**config.mk**
```make
export PLATFORM = sky130hd
export DESIGN_NAME = banco_seq
export DESIGN_NICKNAME = d
export VERILOG_FILES = /design/src/rtl/banco_pkg.sv /design/src/rtl/banco_seq.sv
export SDC_FILE = /design/constraint.sdc
export NUM_CORES = 1
export LEC_CHECK = 0
export ABC_CLOCK_PERIOD_IN_PS = 3500
export CORE_MARGIN = 5
export CORE_UTILIZATION = 46
export CTS_CLUSTER_SIZE = 28
export DETAILED_ROUTE_END_ITERATION = 8
export PLACE_DENSITY = 0.87
export SLEW_MARGIN = 20
export SYNTH_ARGS = -nofsm -noshare
export SYNTH_HDL_FRONTEND = slang
export SYNTH_SLANG_ARGS = --single-unit
```
**constraint.sdc**
```tcl
create_clock -name clock -period 3.5 [get_ports clock]
set_input_delay 0.7 -clock clock [delete_from_list [all_inputs] [get_ports clock]]
set_output_delay 0.7 -clock clock [all_outputs]
set_load 0.05 [all_outputs]
```
**src/rtl/banco_pkg.sv**
```systemverilog
// Shared definitions for the register bank and its initiator-side sequencer.
package banco_pkg;

    localparam int unsigned BANCO_ADDR_W    = 5;
    localparam int unsigned BANCO_DATA_W    = 32;
    localparam int unsigned BANCO_ZERO_ADDR = 0;

    typedef enum logic [2:0] {
        StIdle  = 3'd0,
        StWrite = 3'd1,
        StRdRs  = 3'd2,
        StRdRt  = 3'd3,
        StCap   = 3'd4,
        StDone  = 3'd5
    } seq_state_e;

endpackage

```
**src/rtl/banco_seq.sv**
```systemverilog
// Serialises one write-back plus up to two operand reads onto the single-ported bank
// and returns the operands through a valid/ready response.
module banco_seq import banco_pkg::*; #(
    parameter int unsigned DATA_W   = BANCO_DATA_W,
    parameter int unsigned ADDR_W   = BANCO_ADDR_W,
    parameter bit          ZERO_REG = 1'b1
) (
    input  logic              clock,
    input  logic              reset,
    input  logic              req_valid,
    output logic              req_ready,
    input  logic [ADDR_W-1:0] rs_addr,
    input  logic [ADDR_W-1:0] rt_addr,
    input  logic              rt_en,
    input  logic              wb_en,
    input  logic [ADDR_W-1:0] rd_addr,
    input  logic [DATA_W-1:0] wb_data,
    output logic              rsp_valid,
    input  logic              rsp_ready,
    output logic [DATA_W-1:0] rs_data,
    output logic [DATA_W-1:0] rt_data,
    output logic [ADDR_W-1:0] bank_address,
    output logic              bank_enable_write,
    output logic              bank_enable_read,
    output logic [DATA_W-1:0] bank_in_data,
    input  logic [DATA_W-1:0] bank_out_data
);

    localparam logic [ADDR_W-1:0] ZeroAddr = ADDR_W'(BANCO_ZERO_ADDR);

    seq_state_e        state_q;
    logic [ADDR_W-1:0] rs_q;
    logic [ADDR_W-1:0] rt_q;
    logic [ADDR_W-1:0] rd_q;
    logic              rt_en_q;
    logic [DATA_W-1:0] wb_data_q;

    function automatic logic [DATA_W-1:0] operand(input logic [ADDR_W-1:0] addr,
                                                   input logic [DATA_W-1:0] data);
        if (ZERO_REG && addr == ZeroAddr) begin
            return '0;
        end
        return data;
    endfunction

    assign req_ready = (state_q == StIdle) && !reset;

    always_ff @(posedge clock) begin
        if (reset) begin
            state_q   <= StIdle;
            rs_q      <= '0;
            rt_q      <= '0;
            rd_q      <= '0;
            rt_en_q   <= 1'b0;
            wb_data_q <= '0;
            rs_data   <= '0;
            rt_data   <= '0;
            rsp_valid <= 1'b0;
        end else begin
            case (state_q)
                StIdle: begin
                    if (req_valid) begin
                        rs_q      <= rs_addr;
                        rt_q      <= rt_addr;
                        rd_q      <= rd_addr;
                        rt_en_q   <= rt_en;
                        wb_data_q <= wb_data;
                        // Writes to the hardwired zero register are dropped outright.
                        if (wb_en && !(ZERO_REG && rd_addr == ZeroAddr)) begin
                            state_q <= StWrite;
                        end else begin
                            state_q <= StRdRs;
                        end
                    end
                end
                StWrite: state_q <= StRdRs;
                StRdRs:  state_q <= rt_en_q ? StRdRt : StCap;
                StRdRt: begin
                    // Bank data now holds the rs read issued last cycle.
                    rs_data <= operand(rs_q, bank_out_data);
                    state_q <= StCap;
                end
                StCap: begin
                    if (rt_en_q) begin
                        rt_data <= operand(rt_q, bank_out_data);
                    end else begin
                        rs_data <= operand(rs_q, bank_out_data);
                        rt_data <= '0;
                    end
                    rsp_valid <= 1'b1;
                    state_q   <= StDone;
                end
                StDone: begin
                    if (rsp_ready) begin
                        rsp_valid <= 1'b0;
                        state_q   <= StIdle;
                    end
                end
                default: state_q <= StIdle;
            endcase
        end
    end

    // Gated by reset so an aborted request never touches the bank.
    always_comb begin
        bank_address      = '0;
        bank_enable_write = 1'b0;
        bank_enable_read  = 1'b0;
        bank_in_data      = '0;
        if (!reset) begin
            case (state_q)
                StWrite: begin
                    bank_address      = rd_q;
                    bank_enable_write = 1'b1;
                    bank_in_data      = wb_data_q;
                end
                StRdRs: begin
                    bank_address     = rs_q;
                    bank_enable_read = 1'b1;
                end
                StRdRt: begin
                    bank_address     = rt_q;
                    bank_enable_read = 1'b1;
                end
                default: ;
            endcase
        end
    end

endmodule

```
==> metrics <==
final std cells w/o fill approximately 900; Final Max Slew Viols 0; Filler cells slightly below 700; Inserted Diodes 0; Die Wd between 100 and 150 µm; min-delay src rt_data[2]; share of cells above drive strength 1 around an eighth; Initial Util 47.2%; initial antenna violation count 0; largest net degree at the start of global routing 80; Critical Path Start Type register; Worst-path clk slew around 60 ps; post-DR vias/cell ~5.4; worst setup path startpoint state_q[1]; router iterations before antenna repair 5; Fmax achieved 315 MHz; relative slew slack between 30% and 40%; synthesized flop and latch total around 120; Root Buffer clkbuf_8; commonest non-fill, non-tap cells in the layout nand2_1 (163), clkdlybuf4s50_1 (155), a21oi_1 (116), dfxtp_1 (116), nand3_1 (64); Syn. warnings 0; CTS tree built; io pins 190; gr ovfl total 0; post-route ant nets 0; Post-synth EDFFs 0; post-synthesis sequential area ratio between 50% and 60%; Worst-Skew Late Latency ~510 ps; combinational group share of total power about 18%; Synth Instances approximately 600; peak supply drop around 0.0005 V; RSZ-0062 raised after global routing false; Clk pwr share 45.9%; placer congestion estimate slightly above 0.8; CP max-delay cell clkdlybuf4s50_1; Worst Skew ~12 ps; Worst-Margin Slew around 930 ps; Hold Path Class reg2reg; Synth Cell Area 4610 µm²; DRT iter0 DRCs about 330; PwrDens between 500 and 600 nW/µm²; met1 WL 5820 µm; distinct cell type count after synthesis 30; status finished clean; Nets 842; min Tclk post-route 3180 ps; vias in the first global route 4984; Core ar. roughly 9800 µm²; hold slack final 451 ps; post_cts resized 0; Die ar. around 12000 µm²; Overall Global Routing Usage 25.7%; Synth Flop Type dfxtp_1; htree depth 4; metal2 WL 8240 µm; commonest non-fill, non-tap cell in the layout nand2_1; Syn-to-layout area delta 62.7%; DRC 0; placed cells 871; via count about 5k; PortBufs between 150 and 200; crit path cell chain nor2b_1 -> a22oi_1 -> nor2_1 -> clkdlybuf4s50_1; delay-heaviest family, CP buffers and inverters; fraction of registers with async set/reset 0%; crit end category output pin; register area ~2300 µm²; Pint 0.00291 W; Top Metal Used met4; worst r2r src state_q[2]; dpl hpwl about 11000 µm; Die H 110 µm; first-pass GRT wire length 24200 µm; Post-Syn Nets approximately 670; Hold Fails Final Rpt 0; post-DR wirelength/cell 17.4 µm; area of the multi-input gates 2060 µm²; Seq pwr share 36.0%; # rows 36; Bufs and invs on worst path 1; Net Switching around 0.0012 W; CTS sink count ~120; Setup TNS Final 0 ps; Post-Route WL approximately 16000 µm; hold_buf cts 0; wire length on met3 between 1000 and 1500 µm; MaxCap Viol Count 0; period utilisation layout between 90% and 100%; Longest Clk Path Bufs 2; CTS buffer count 17; crit path kind reg2out; Finished Core Util between 70 and 80%; Critical Path Fanout Max 7; Setup-failing EPs final 0; CP peak stage delay 820 ps; setup bufs post-CTS 0; Mean Syn Cell Area between 7 and 8 µm²; Net Sw Frac 28.4%; WP data arrival ~2500 ps; WP data required between 2000 and 3000 ps; Lkg Pwr 2.67 nW
==> metrics by stage <==
step,power (W),setup WS (ps),instance area (µm²)
2_1_floorplan,0.00194,310,4610
3_3_place_gp,0.00219,625,6860
3_5_place_dp,0.00222,605,6860
4_1_cts,0.00408,284,7500
5_1_grt,0.00420,200,7500
6_report,0.00406,322,7500
==> worst paths after layout <==
check / endpoint / slack, ps / cells past startpoint
max: bank_address[1] / 320 / 4
min: rt_data[2] / 450 / 2
min reg2reg: rt_data[2] / 450 / 2
max reg2reg: rs_data[30] / 990 / 5
==> state kept, by name, indices dropped and copies added (netlist names) <==
register and flops:
rt_q 5, rsp_valid 1, wb_data_q 32, rt_en_q 1
rs_q 5, state_q 3, rd_q 5, rs_data 32
rt_data 32
==> synth_stat cells, types with 4 or more instances <==
cell | instances | area [µm²]
and2_1 | 34 | 213
nand2_1 | 164 | 616
buf_6 | 4 | 45.0
mux2_2 | 5 | 56.3
buf_2 | 16 | 80.1
a22oi_1 | 5 | 37.5
nand3_1 | 64 | 320
dfxtp_1 | 116 | 2320
a21oi_1 | 117 | 586
nor3_1 | 4 | 20.0
nor2_1 | 9 | 33.8
clkbuf_1 | 30 | 113
==> worst register-to-register path: cells and delay by family (launching register included) <==
| family | cells | cell delay, ps |
|---|---|---|
| buffers and inverters | 1 | 260 |
| flip-flops | 1 | 640 |
| AO/OA/AOI/OAI | 2 | 950 |
| AND/OR/NAND/NOR | 2 | 590 |
==> layout make-up <==
type / count / area share (%)
clock buffers: 17 / 5.52
clock inverters: 15 / 3.05
inverters: 1 / 0.0500
multi-input cells: 420 / 27.4
flip-flops and latches: 116 / 30.9
well taps: 133 / 2.22
repair buffers: 201 / 30.8
==> kinds of logic after synthesis <==
group | synth area share [%]
mux | 1.22
compound gates | 14.7
flops | 50.4
buf+inv | 5.40
simple gates | 28.3
==> routing by layer <==
metal	vias to the layer above	global-route usage (%)
met5	-	0
met4	0	12.8
met3	41	7.45
met2	202	46.4
met1	2372	27.2
li1	2306	-
==> power groups by stage <==
stage / clock network [W] / registers, W / logic, W
after floorplan: 0 / 0.00155 / 0.000389
after global placement: 0 / 0.00148 / 0.000705
after detailed placement: 0 / 0.00149 / 0.000726
after CTS: 0.00188 / 0.00146 / 0.000732
after global routing: 0.00194 / 0.00147 / 0.000791
final: 0.00186 / 0.00146 / 0.000736
Power figures use the tool's default switching activity.
